$ cat src/rtl/hazard_ctrl_pkg.sv
// Shared encodings and helpers for the pipeline hazard/forwarding scheduler.
// Result-source codes, forward-mux select codes and the per-stage shadow records.
package hazard_ctrl_pkg;

  typedef enum logic [1:0] {
    WSRC_ALU = 2'b00,
    WSRC_MEM = 2'b01,
    WSRC_PC8 = 2'b10
  } wsrc_e;

  typedef enum logic [3:0] {
    FWD_NONE  = 4'b0000,
    FWD_W     = 4'b0001,
    FWD_M     = 4'b0010,
    FWD_PC8_M = 4'b0011,
    FWD_PC8_E = 4'b0100
  } fwd_e;

  // Tuse value meaning the operand is never read.
  localparam logic [1:0] TUSE_NEVER = 2'd3;

  typedef struct packed {
    logic [4:0] rs;
    logic [4:0] rt;
    logic [4:0] waddr;
    logic [1:0] tnew;
    logic [1:0] wsrc;
    logic       md_start;
    logic       md_div;
  } e_stage_t;

  typedef struct packed {
    logic [4:0] rt;
    logic [4:0] waddr;
    logic [1:0] tnew;
    logic [1:0] wsrc;
  } m_stage_t;

  // Register 0 is hard-wired, so a zero destination never matches.
  function automatic logic reg_match(input logic [4:0] r, input logic [4:0] waddr);
    return (waddr != 5'd0) && (waddr == r);
  endfunction

  function automatic logic [1:0] tnew_step(input logic [1:0] t);
    return (t == 2'd0) ? 2'd0 : t - 2'd1;
  endfunction

endpackage

$ cat src/rtl/hazard_ctrl_md_busy_cnt.sv
// Multiply/divide occupancy counter: loaded when an md start sits in E,
// then counts down to zero; busy also covers the issue cycle itself.
module md_busy_cnt
  #(parameter int unsigned MULT_CYC = 5,
    parameter int unsigned DIV_CYC  = 10,
    parameter int unsigned CNT_W    = 4)
  (input  logic clk,
   input  logic rst,
   input  logic start_i,
   input  logic div_i,
   output logic busy_o);

  logic [CNT_W-1:0] cnt_q, cnt_d;

  always_ff @(posedge clk or posedge rst) begin
    if (rst) begin
      cnt_q <= '0;
    end else begin
      cnt_q <= cnt_d;
    end
  end

  always_comb begin
    cnt_d = cnt_q;
    if (start_i) begin
      cnt_d = div_i ? CNT_W'(DIV_CYC) : CNT_W'(MULT_CYC);
    end else if (cnt_q != '0) begin
      cnt_d = cnt_q - CNT_W'(1);
    end
  end

  assign busy_o = (cnt_q != '0) | start_i;

endmodule

$ cat src/rtl/hazard_ctrl.sv
// Hazard/forwarding scheduler for the 5-stage pipeline: shadows E/M/W
// destination, Tnew and result source to derive stalls and forward selects.
module hazard_ctrl
  import hazard_ctrl_pkg::*;
  #(parameter int unsigned MULT_CYC = 5,
    parameter int unsigned DIV_CYC  = 10,
    parameter int unsigned CNT_W    = 4)
  (input  logic       clk,
   input  logic       reset,
   input  logic [4:0] d_rs,
   input  logic [4:0] d_rt,
   input  logic [1:0] d_tuse_rs,
   input  logic [1:0] d_tuse_rt,
   input  logic [4:0] d_waddr,
   input  logic [1:0] d_tnew,
   input  logic [1:0] d_wsrc,
   input  logic       d_is_md,
   input  logic       d_md_start,
   input  logic       d_md_div,
   output logic       stall,
   output logic [3:0] fwd_rs_d,
   output logic [3:0] fwd_rt_d,
   output logic [3:0] fwd_rs_e,
   output logic [3:0] fwd_rt_e,
   output logic       fwd_rt_m,
   output logic       md_busy,
   output logic       pc_init);

  e_stage_t   e_q, e_d;
  m_stage_t   m_q, m_d;
  logic [4:0] w_waddr_q;
  logic       pc_init_q;

  function automatic logic src_hazard(input logic [4:0] r, input logic [1:0] tuse,
                                      input e_stage_t e, input m_stage_t m);
    return (tuse != TUSE_NEVER) &&
           ((reg_match(r, e.waddr) && (e.tnew > tuse)) ||
            (reg_match(r, m.waddr) && (m.tnew > tuse)));
  endfunction

  // A matching stage whose result is not yet ready falls through to older
  // stages; the consumer then picks the right value up in a later stage.
  function automatic fwd_e fwd_pick(input logic [4:0] r, input logic use_e,
                                    input e_stage_t e, input m_stage_t m,
                                    input logic [4:0] w_waddr);
    if (use_e && reg_match(r, e.waddr) && (e.tnew == 2'd0) && (e.wsrc == WSRC_PC8))
      return FWD_PC8_E;
    if (reg_match(r, m.waddr) && (m.tnew == 2'd0))
      return (m.wsrc == WSRC_PC8) ? FWD_PC8_M : FWD_M;
    if (reg_match(r, w_waddr))
      return FWD_W;
    return FWD_NONE;
  endfunction

  md_busy_cnt #(
    .MULT_CYC (MULT_CYC),
    .DIV_CYC  (DIV_CYC),
    .CNT_W    (CNT_W)
  ) u_md_busy_cnt (
    .clk     (clk),
    .rst     (reset),
    .start_i (e_q.md_start),
    .div_i   (e_q.md_div),
    .busy_o  (md_busy)
  );

  always_comb begin
    stall = src_hazard(d_rs, d_tuse_rs, e_q, m_q) |
            src_hazard(d_rt, d_tuse_rt, e_q, m_q) |
            (d_is_md & md_busy);
  end

  always_comb begin
    fwd_rs_d = fwd_pick(d_rs, 1'b1, e_q, m_q, w_waddr_q);
    fwd_rt_d = fwd_pick(d_rt, 1'b1, e_q, m_q, w_waddr_q);
    fwd_rs_e = fwd_pick(e_q.rs, 1'b0, e_q, m_q, w_waddr_q);
    fwd_rt_e = fwd_pick(e_q.rt, 1'b0, e_q, m_q, w_waddr_q);
    fwd_rt_m = reg_match(m_q.rt, w_waddr_q);
  end

  always_comb begin
    e_d = '0;
    if (!stall) begin
      e_d.rs       = d_rs;
      e_d.rt       = d_rt;
      e_d.waddr    = d_waddr;
      e_d.tnew     = d_tnew;
      e_d.wsrc     = d_wsrc;
      e_d.md_start = d_md_start;
      e_d.md_div   = d_md_div;
    end
    m_d.rt    = e_q.rt;
    m_d.waddr = e_q.waddr;
    m_d.tnew  = tnew_step(e_q.tnew);
    m_d.wsrc  = e_q.wsrc;
  end

  always_ff @(posedge clk or posedge reset) begin
    if (reset) begin
      e_q       <= '0;
      m_q       <= '0;
      w_waddr_q <= '0;
      pc_init_q <= 1'b1;
    end else begin
      e_q       <= e_d;
      m_q       <= m_d;
      w_waddr_q <= m_q.waddr;
      pc_init_q <= 1'b0;
    end
  end

  assign pc_init = pc_init_q;

endmodule

$ cat config.mk
export PLATFORM = sky130hd
export DESIGN_NAME = hazard_ctrl
export DESIGN_NICKNAME = d
export VERILOG_FILES = /design/src/rtl/hazard_ctrl_pkg.sv /design/src/rtl/hazard_ctrl_md_busy_cnt.sv /design/src/rtl/hazard_ctrl.sv
export SDC_FILE = /design/constraint.sdc
export NUM_CORES = 1
export LEC_CHECK = 0
export ABC_AREA = 1
export CORE_MARGIN = 8
export CORE_UTILIZATION = 53
export DETAILED_ROUTE_END_ITERATION = 10
export PLACE_DENSITY = 0.78
export SETUP_SLACK_MARGIN = 0.3
export SYNTH_ARGS = -nofsm -noshare
export SYNTH_HDL_FRONTEND = slang
export SYNTH_SLANG_ARGS = --single-unit
$ cat constraint.sdc
create_clock -name clk -period 1.92 [get_ports clk]
set_input_delay 0.288 -clock clk [delete_from_list [all_inputs] [get_ports clk]]
set_output_delay 0.288 -clock clk [all_outputs]
set_load 0.01 [all_outputs]
==> impl_metrics.toml, run 1 <==
[pwr]
pwr-share-seq_pct = 34.3
clock_power_share_pct = 24.3
internal_power_w = 0.00233
peakVddDrop_mv = 0.912
power.total_w = 0.00362
p_switching_w = 0.00128
leakage_nw = 2.03
switching_share_pct = 35.5
p_per_area_nw_per_um2 = 871
comb_power_share_pct = 41.4

[timing]
post-route-min-period_ps = 2070
rsz_0062_raised_after_global_routing = "true"
finalHoldWorstSlack_ps = 313
final_hold_viol_count = 0
post-route-period-util_pct = 108
fin_ws_ps = -154
timing.clock.skew_ps = 10.1
timing.final.setup_violations = 10
final_count_of_pins_violating_max_slew = 0
fmaxAchievable_mhz = 482

[setup_path]
cp-startpoint = "m_q[8]"
criticalPathCategory = "reg2out"
critical_path.startpoint_type = "register"
r2r.worst_path.cells = 10
required_time_of_the_critical_path_ps = 1630
worst_setup_path_end_kind = "output pin"
largest_fanout_on_the_critical_path = 6
setup.reg_to_reg.worst_slack_ps = 110
r2r_end = "e_q[7]"
arrival_ps = 1790
critical_path_endpoint = "fwd_rt_d[0]"
timing.rr.start = "e_q[5]"

[synthesis]
synth.top_cells.by_area = "sky130_fd_sc_hd__dfrtp_1 (41%), sky130_fd_sc_hd__nand2_1 (8.7%), sky130_fd_sc_hd__xnor2_1 (8.7%)"
yosysWarningCount = 0
asyncSetResetFlopFracSynth_pct = 100
syn-cell-area_sq_um = 2710
synth-seq-area-share_pct = 41.5
syn-instance-count = 335
dominantRegCellSynth = "sky130_fd_sc_hd__dfrtp_1"
synth_edf_count = 0
synth.largest_area_cell = "sky130_fd_sc_hd__dfrtp_1"
synth_seq_cells = 45
per_instance_average_area_after_synthesis_sq_um = 8.10
yosysUniqueCellTypes = 29
proportion_of_netlist_area_held_by_the_largest_area_contributor_pct = 40.6

[clock_tree]
tritoncts = "done"
cts-buffers-inserted = 5
clk_latency_ps = 320
holdBufCountCts = 0
max-clock-path-buffers = 2
clock_net_sink_count = 45
cts.root.buffer_cell = "sky130_fd_sc_hd__clkbuf_8"
worst_setup_hold_path_clk_slew_ps = 90
htreeDepth = 2

[global_routing]
grt_first_pass_wirelength_um = 12300
grt.total_usage_pct = 20.8
gr-total-overflow = 0
grt_pass1_vias = 2664
antenna_found_initial = 0
grt_max_degree = 26

[cells_and_area]
layout.nets = 467
fillers = 304
n_antenna_cell = 0
post_layout_utilization_of_the_core_pct = 82.9
area_delta_synth_final_pct = 53.1
final-instance-count-excl-fill = 500
post_route_cells_drive_above_1_share_pct = 44.0

[placed_design]
place_congestion = 0.964
dp_hpwl_um = 5240
pre_cts_ws_ps = -600
placed_cells = 473
io_buffer_count = 41

[routing]
detail_route.wirelength_um = 8660
ant_nets = 0
count_of_unresolved_drc_violations_after_routing = 0
number_of_drc_markers_in_iteration_0 = 183
via_count = 2590
firstDrtPassIters = 4
post_drt_wl_per_cell_um = 17.3
vias_per_cell = 5.18

[floorplan]
initial_core_util_pct = 54.2
design.die.area_sq_um = 7670
chipWidth_um = 87.6
die_y_um = 87.6
ios = 48
placeableCoreArea_sq_um = 5010
core.rowCount = 26

[status]
failing_checks = "setup timing"
run_status = "finished, violations left"

[worst_hold_path]
hp-class = "in2async"

[run]
maxCapViolCount = 0
[area by class of cell]
type / count / area [sq um] / area share, %
clock inverters: 3 / 68.8 / 1.66
multi-input cells: 218 / 1690 / 40.7
repair buffers: 96 / 861 / 20.7
clock buffers: 5 / 68.8 / 1.66
inverters: 63 / 236 / 5.69
flip-flops and latches: 45 / 1140 / 27.4
well taps: 70 / 87.6 / 2.11
[power by group through the flow]
stage / combinational [W] / clock (W) / sequential [W]
6_report: 0.00150 / 0.000880 / 0.00124
5_1_grt: 0.00162 / 0.000921 / 0.00126
4_1_cts: 0.00115 / 0.000880 / 0.00123
3_5_place_dp: 0.00100 / 0 / 0.00124
3_3_place_gp: 0.000953 / 0 / 0.00123
2_1_floorplan: 0.000669 / 0 / 0.00118
[kinds of logic (layout without fill, tap and decap cells)]
family	after synthesis	count (layout)	synth area share, %
xor+xnor	37	37	11.9
flops	45	45	41.5
compound gates	25	25	4.93
simple gates	139	139	24.1
other cells	1	7	0.138
fa+ha+maj	10	10	4.61
buf+inv	78	167	12.7
[stage by stage]
| stage | TNS [ps] | area (sq um) |
|---|---|---|
| floorplan | 0 | 2740 |
| global placement | -8340 | 3400 |
| detailed placement | -10140 | 3400 |
| CTS | -617 | 3760 |
| global route | -2020 | 4160 |
| finish | -1040 | 4160 |
[cells in the final DEF (no fill, tap or decap), types with 2 or more instances in the layout]
cell,synthesis,routed
sky130_fd_sc_hd__nand4_1,11,11
sky130_fd_sc_hd__a21oi_2,0,8
sky130_fd_sc_hd__nor2_4,0,17
sky130_fd_sc_hd__inv_1,54,42
sky130_fd_sc_hd__xnor2_4,0,2
sky130_fd_sc_hd__o21ai_2,0,3
sky130_fd_sc_hd__xnor2_1,27,18
sky130_fd_sc_hd__xor2_1,10,10
sky130_fd_sc_hd__dfrtp_2,0,10
sky130_fd_sc_hd__dlygate4sd2_1,0,13
sky130_fd_sc_hd__dfrtp_1,44,34
sky130_fd_sc_hd__ha_4,0,5
sky130_fd_sc_hd__nor2_1,22,11
sky130_fd_sc_hd__nand3_2,0,3
sky130_fd_sc_hd__nand2_1,63,52
sky130_fd_sc_hd__buf_6,3,16
sky130_fd_sc_hd__clkbuf_8,0,5
sky130_fd_sc_hd__a21oi_1,15,7
sky130_fd_sc_hd__o22ai_1,2,2
sky130_fd_sc_hd__buf_4,6,42
sky130_fd_sc_hd__inv_2,8,20
sky130_fd_sc_hd__clkdlybuf4s50_1,0,15
sky130_fd_sc_hd__ha_1,10,5
sky130_fd_sc_hd__buf_2,6,6
sky130_fd_sc_hd__xnor2_2,0,7
sky130_fd_sc_hd__o21ai_1,4,2
sky130_fd_sc_hd__nand3_1,10,6
sky130_fd_sc_hd__nor3_1,6,2
sky130_fd_sc_hd__nor2_2,20,14
sky130_fd_sc_hd__bufinv_16,0,2
sky130_fd_sc_hd__nor3_2,0,3
sky130_fd_sc_hd__nand3_4,1,2
sky130_fd_sc_hd__nand2_2,1,11
sky130_fd_sc_hd__conb_1,1,7
[sequential cells by signal, indices dropped and copies added (netlist names)]
register	flops
m_q	14
e_q	21
u_md_busy_cnt.cnt_q	4
pc_init	1
w_waddr_q	5
[Yosys cell counts, types with 8 or more instances]
cell type                 instances
sky130_fd_sc_hd__nand2_1         63
sky130_fd_sc_hd__inv_1           54
sky130_fd_sc_hd__dfrtp_1         44
sky130_fd_sc_hd__xnor2_1         27
sky130_fd_sc_hd__nor2_1          22
sky130_fd_sc_hd__nor2_2          20
sky130_fd_sc_hd__a21oi_1         15
sky130_fd_sc_hd__nand4_1         11
sky130_fd_sc_hd__ha_1            10
sky130_fd_sc_hd__nand3_1         10
sky130_fd_sc_hd__xor2_1          10
sky130_fd_sc_hd__inv_2            8
[worst max-delay path, stage by stage (launching register included)]
cell and delay [ps]:
sky130_fd_sc_hd__dfrtp_2 490, sky130_fd_sc_hd__xnor2_1 180, sky130_fd_sc_hd__nand2_1 120, sky130_fd_sc_hd__nor3_4 260, sky130_fd_sc_hd__nand2_2 110, sky130_fd_sc_hd__o21ai_2 120
sky130_fd_sc_hd__nor2_1 50, sky130_fd_sc_hd__buf_2 140
[per-layer routing]
layer  wire (um)  up-vias  part of all wire [%]  track usage, %
met5           0        -                     0               0
met4         503        0                   5.8            13.6
met3         438       45                   5.1            6.29
met2        4630       94                    54            36.6
met1        3080     1249                    36            20.9
li1            -     1202                     -               -
[worst min-delay path by stage]
stage / start / to / depth (start not counted)
6_report: reset / u_md_busy_cnt.cnt_q[3] / 3
5_1_grt: reset / e_q[6] / 3
4_1_cts: reset / u_md_busy_cnt.cnt_q[0] / 3
3_5_place_dp: e_q[2] / m_q[0] / 0
3_3_place_gp: e_q[3] / m_q[1] / 0
2_1_floorplan: m_q[5] / w_waddr_q[1] / 0
[repair_timing]
action	CTS	global route
pin swaps	28	32
buffers inserted	10	7
resized for setup	118	74
gates cloned	0	2
setup endpoints to repair	35	34
Note: power is estimated with default switching activity, not from simulation.
==> run 2, diff against run 1 <==
- PLACE_DENSITY: 0.78 -> 0.77
==> impl_metrics.toml, run 2 (synthesis results as in run 1) <==
[setup_path]
criticalPathCategory = "reg2out"
arrival_ps = 1810
worst_setup_path_end_kind = "output pin"
crit_path_top_delay_cell = "sky130_fd_sc_hd__dfrtp_2"
largest_fanout_on_the_critical_path = 5
crit_path_frequent_cell = "sky130_fd_sc_hd__nand2_1"
setup.reg_to_reg.worst_slack_ps = 20
required_time_of_the_critical_path_ps = 1630
critical_path.cell_chain = "xnor2_1, nand2_1, nor2_2, nand2_1, nor2_2, nand2_1, nand2_1, nor2_1, buf_2"
critical_path.startpoint_type = "register"
largest_incremental_delay_on_the_critical_path_ps = 490

[routing]
via_count = 2492
post_drt_wl_per_cell_um = 15.7
vias_per_cell = 5.07
detail_route.wirelength_um = 7710
firstDrtPassIters = 4
number_of_drc_markers_in_iteration_0 = 123
ant_nets = 0
count_of_unresolved_drc_violations_after_routing = 0

[global_routing]
grt.met2_usage_pct = 36.8
grt.total_usage_pct = 19.1
grt_first_pass_wirelength_um = 11400
gr-total-overflow = 0
grt_max_degree = 46
grt_pass1_vias = 2580
antenna_found_initial = 0
grt-busiest-layer = "met2"
grt.met3_usage_pct = 4.50
groute.layer.met1.usage_pct = 19.0

[timing]
fin_ws_ps = -180
timing.final.setup_violations = 7
post-route-min-period_ps = 2100
finalHoldWorstSlack_ps = 375
fmaxAchievable_mhz = 476
final_hold_viol_count = 0
final_count_of_pins_violating_max_slew = 0
timing.clock.skew_ps = 4.30
rsz_0062_raised_after_global_routing = "true"
post-route-period-util_pct = 109

[floorplan]
core.rowCount = 26
chipWidth_um = 87.6
design.die.area_sq_um = 7670
ios = 48
placeableCoreArea_sq_um = 5010
die_y_um = 87.6
initial_core_util_pct = 54.2

[cells_and_area]
registers.top_by_ff_count = "e_q"
fillers = 354
layout.nets = 459
area_of_the_multi_input_gates_sq_um = 1520
register_area_sq_um = 1140
final_area_sq_um = 3880
area_delta_synth_final_pct = 43.1
post_layout_utilization_of_the_core_pct = 77.5
n_antenna_cell = 0
largest_register_ff_count = 21
layout.cells.most_common = "sky130_fd_sc_hd__nand2_1"
post_route_cells_drive_above_1_share_pct = 38.4
top_library_cells_by_usage_in_the_layout_fill_and_taps_aside = "sky130_fd_sc_hd__nand2_1 (57), sky130_fd_sc_hd__inv_1 (45), sky130_fd_sc_hd__dfrtp_1 (36)"
reg_top3 = "e_q x21, m_q x14, w_waddr_q x5"

[pwr]
p_switching_w = 0.00114
comb_power_share_pct = 41.7
peakVddDrop_mv = 0.662
switching_share_pct = 36.0
internal_power_w = 0.00202
leakage_nw = 1.98
clock_power_share_pct = 19.2
pwr-share-seq_pct = 39.1
p_per_area_nw_per_um2 = 814

[placed_design]
io_buffer_count = 41
cell_area_placed_sq_um = 3390
pre_cts_ws_ps = -617
dp_hpwl_um = 4990
place_congestion = 0.917

[clock_tree]
clk_latency_ps = 290
tritoncts = "done"
cts-buffers-inserted = 5
holdBufCountCts = 0
cts.root.buffer_cell = "sky130_fd_sc_hd__clkbuf_8"
max-clock-path-buffers = 2
worst_setup_hold_path_clk_slew_ps = 80
clock_net_sink_count = 45
htreeDepth = 2

[worst_hold_path]
hp-class = "in2async"

[run]
maxCapViolCount = 0

[status]
run_status = "finished, violations left"
failing_checks = "setup timing"
## run 2: cell types whose count changed in the layout (fill, tap and decap cells not counted), moves of 3 or more
cell / change
sky130_fd_sc_hd__nor2_4: -16
sky130_fd_sc_hd__a21oi_2: -4
sky130_fd_sc_hd__a21oi_1: +4
sky130_fd_sc_hd__buf_4: -7
sky130_fd_sc_hd__o21ai_2: -3
sky130_fd_sc_hd__inv_2: -3
sky130_fd_sc_hd__inv_1: +3
sky130_fd_sc_hd__nand2_2: -4
sky130_fd_sc_hd__nand2_1: +5
sky130_fd_sc_hd__buf_6: -3
sky130_fd_sc_hd__nor2_2: +15
sky130_fd_sc_hd__o21ai_1: +3
## run 2: timing repair
item | 4_1_cts | 5_1_grt
buffers inserted | 8 | 4
pin swaps | 46 | 21
endpoints found under the hold margin | 0 | 0
endpoints found under the setup margin | 35 | 34
resized for setup | 120 | 32
gates cloned | 1 | 1
## run 2: routing by layer
| metal | share of wire, % | vias to the layer above | wire length [um] |
|---|---|---|---|
| met5 | 0 | - | 0 |
| met4 | 3.8 | 0 | 290 |
| met3 | 4.7 | 29 | 363 |
| met2 | 55 | 86 | 4210 |
| met1 | 37 | 1178 | 2850 |
| li1 | - | 1199 | - |
## run 2: metrics by stage
stage / cells / TNS (ps) / total power, W
after CTS: 487 / -275 / 0.00299
final: 492 / -665 / 0.00316
after floorplan: 341 / 0 / 0.00185
after detailed placement: 470 / -9110 / 0.00222
after global placement: 470 / -8410 / 0.00218
after global routing: 492 / -1950 / 0.00335
## run 2: power by group through the flow
stage	Sequential (W)	Clock [W]	Combinational, W
2_1_floorplan	0.00118	0	0.000669
3_5_place_dp	0.00123	0	0.000991
3_3_place_gp	0.00123	0	0.000953
4_1_cts	0.00123	0.000618	0.00114
5_1_grt	0.00125	0.000657	0.00144
6_report	0.00124	0.000607	0.00132
## run 2: layout make-up
class,count,area share [%]
Inverter,63,6.09
Sequential cell,45,29.3
Clock inverter,2,0.354
Multi-Input combinational cell,218,39.1
Timing Repair Buffer,88,20.8
Clock buffer,6,2.13
Tap cell,70,2.26
## run 2: worst max-delay path: cells and delay by family (launching register included)
family	cells	cell delay (ps)
AND/OR/NAND/NOR	7	660
flip-flops	1	490
XOR/XNOR	1	220
buffers and inverters	1	130
## run 2: worst paths after layout
check                           startpoint                     end  cells after the start
min in group clk                    e_q[2]                  m_q[0]                      0
worst min-delay path                 reset  u_md_busy_cnt.cnt_q[0]                      3
worst max-delay path                m_q[4]             fwd_rs_d[0]                      9
worst max register to register      m_q[3]                 e_q[16]                     12
max in group asynchronous            reset                 pc_init                      3
worst min register to register      e_q[2]                  m_q[0]                      0
==> run 3, diff against run 2 <==
- CORE_UTILIZATION: 53 -> 57
- GPL_ROUTABILITY_DRIVEN: not set -> 1
- PLACE_DENSITY: 0.77 -> 0.82
- clock period: 1.92 -> 2.6 ns (I/O delays scaled with it)
==> impl_metrics.toml, run 3 (synthesis results as in run 1) <==
[cells_and_area]
top_library_cells_by_usage_in_the_layout_fill_and_taps_aside = "sky130_fd_sc_hd__nand2_1 (60), sky130_fd_sc_hd__inv_1 (50), sky130_fd_sc_hd__dfrtp_1 (36)"
area_of_the_multi_input_gates_sq_um = 1410
n_antenna_cell = 0
layout.nets = 446
registers.top_by_ff_count = "e_q"
layout.cells.most_common = "sky130_fd_sc_hd__nand2_1"
largest_register_ff_count = 21
post_layout_utilization_of_the_core_pct = 77.1
fillers = 320
post_route_cells_drive_above_1_share_pct = 28.2
reg_top3 = "e_q x21, m_q x14, w_waddr_q x5"
final_area_sq_um = 3590
area_delta_synth_final_pct = 32.4
register_area_sq_um = 1140

[timing]
post-route-period-util_pct = 91.2
final_hold_viol_count = 0
post-route-min-period_ps = 2370
fmaxAchievable_mhz = 422
worst_pin_slew_ps = 549
timing.clock.skew_ps = 2.84
timing.final.setup_violations = 0
fin_ws_ps = 230
rsz_0062_raised_after_global_routing = "true"
final_count_of_pins_violating_max_slew = 0
max_slew_margin_pct = 63.4

[routing]
number_of_drc_markers_in_iteration_0 = 209
vias_per_cell = 5.40
post_drt_wl_per_cell_um = 16.0
ant_nets = 0
firstDrtPassIters = 5
via_count = 2494
count_of_unresolved_drc_violations_after_routing = 0
detail_route.wirelength_um = 7400

[setup_path]
critical_path.startpoint_type = "primary input"
setup.reg_to_reg.worst_slack_ps = 490
r2r.worst_path.cells = 11
arrival_ps = 1980
criticalPathCategory = "in2out"
worst_setup_path_end_kind = "output pin"
largest_fanout_on_the_critical_path = 2
required_time_of_the_critical_path_ps = 2210

[clock_tree]
worst_setup_hold_path_clk_slew_ps = 80
clk_latency_ps = 300
cts.root.buffer_cell = "sky130_fd_sc_hd__clkbuf_8"
htreeDepth = 2
max-clock-path-buffers = 2
tritoncts = "done"
cts-buffers-inserted = 5
clock_net_sink_count = 45

[floorplan]
initial_core_util_pct = 58.2
die_y_um = 85
ios = 48
placeableCoreArea_sq_um = 4660
design.die.area_sq_um = 7230
chipWidth_um = 85
core.rowCount = 25

[pwr]
peakVddDrop_mv = 0.458
leakage_nw = 1.87
p_per_area_nw_per_um2 = 595

[worst_hold_path]
hp-class = "reg2reg"
worstHoldPathCells = 0

[global_routing]
grt_max_degree = 46
grt_first_pass_wirelength_um = 11400
grt.total_usage_pct = 19.9
grt_pass1_vias = 2482
gr-total-overflow = 0
antenna_found_initial = 0

[placed_design]
pre_cts_ws_ps = -149
place_congestion = 0.916
dp_hpwl_um = 5000
cell_area_placed_sq_um = 3240
io_buffer_count = 41

[status]
run_status = "finished, final reports clean"

[run]
maxCapViolCount = 0
-- run 3: cell types whose count changed in the layout (fill, tap and decap cells not counted), sizes merged --
cell,before,now
clkinv,3,1
clkinvlp,0,1
clkdlybuf4s50,14,20
clkbuf,7,9
dlygate4sd2,13,10
clkdlybuf4s15,0,2
buf,59,36
dlymetal6s2s,1,4
-- run 3: through the flow --
step	total power [W]	cells	setup TNS, ps	hold WS [ps]
floorplan	0.00137	341	0	349
global placement	0.00156	439	-207	355
detailed placement	0.00159	439	-285	367
CTS	0.00206	458	0	384
global route	0.00227	462	0	398
finish	0.00214	462	0	386
-- run 3: final timing paths --
kind / to / from
max: stall / d_tuse_rt[1]
min: m_q[0] / e_q[2]
max reg2reg: e_q[20] / m_q[5]
min reg2reg: m_q[0] / e_q[2]
max in group asynchronous: w_waddr_q[0] / reset
min in group asynchronous: e_q[6] / reset
-- run 3: repair_timing --
item                                    4_1_cts  5_1_grt
pin swaps                                     6        6
resized for setup                            36       40
setup buffers                                12        4
hold buffers                                  0        0
endpoints found under the setup margin       12       10
-- run 3: area by class of cell --
type	instances	share of cell area, %
Clock buffer	6	2.30
Clock inverter	1	0.209
Inverter	63	6.58
Multi-Input combinational cell	218	39.2
Sequential cell	45	31.7
Tap cell	54	1.88
Timing Repair Buffer	75	18.2
-- run 3: layer usage --
layer,GRT usage (%),share of wire [%],vias to the layer above
li1,-,-,1157
met1,21.7,39,1175
met2,34.1,50,127
met3,5.31,6.7,35
met4,11.3,4.6,0
met5,0,0,-
-- run 3: power by group --
part	total [W]	switching (W)	leakage [nW]	internal, W
registers	0.000906	0.0000998	0.562	0.000806
clock network	0.000436	0.000226	0.0433	0.000210
logic	0.000797	0.000436	1.27	0.000361
-- run 3: worst max-delay path, stage by stage --
cell	delay, ps
sky130_fd_sc_hd__clkdlybuf4s50_1	530
sky130_fd_sc_hd__inv_2	90
sky130_fd_sc_hd__ha_4	280
sky130_fd_sc_hd__a21oi_2	50
sky130_fd_sc_hd__a21oi_2	150
sky130_fd_sc_hd__nand3_1	110
sky130_fd_sc_hd__nand2_1	110
sky130_fd_sc_hd__nand2_2	80
sky130_fd_sc_hd__nand3_4	80
sky130_fd_sc_hd__buf_6	110
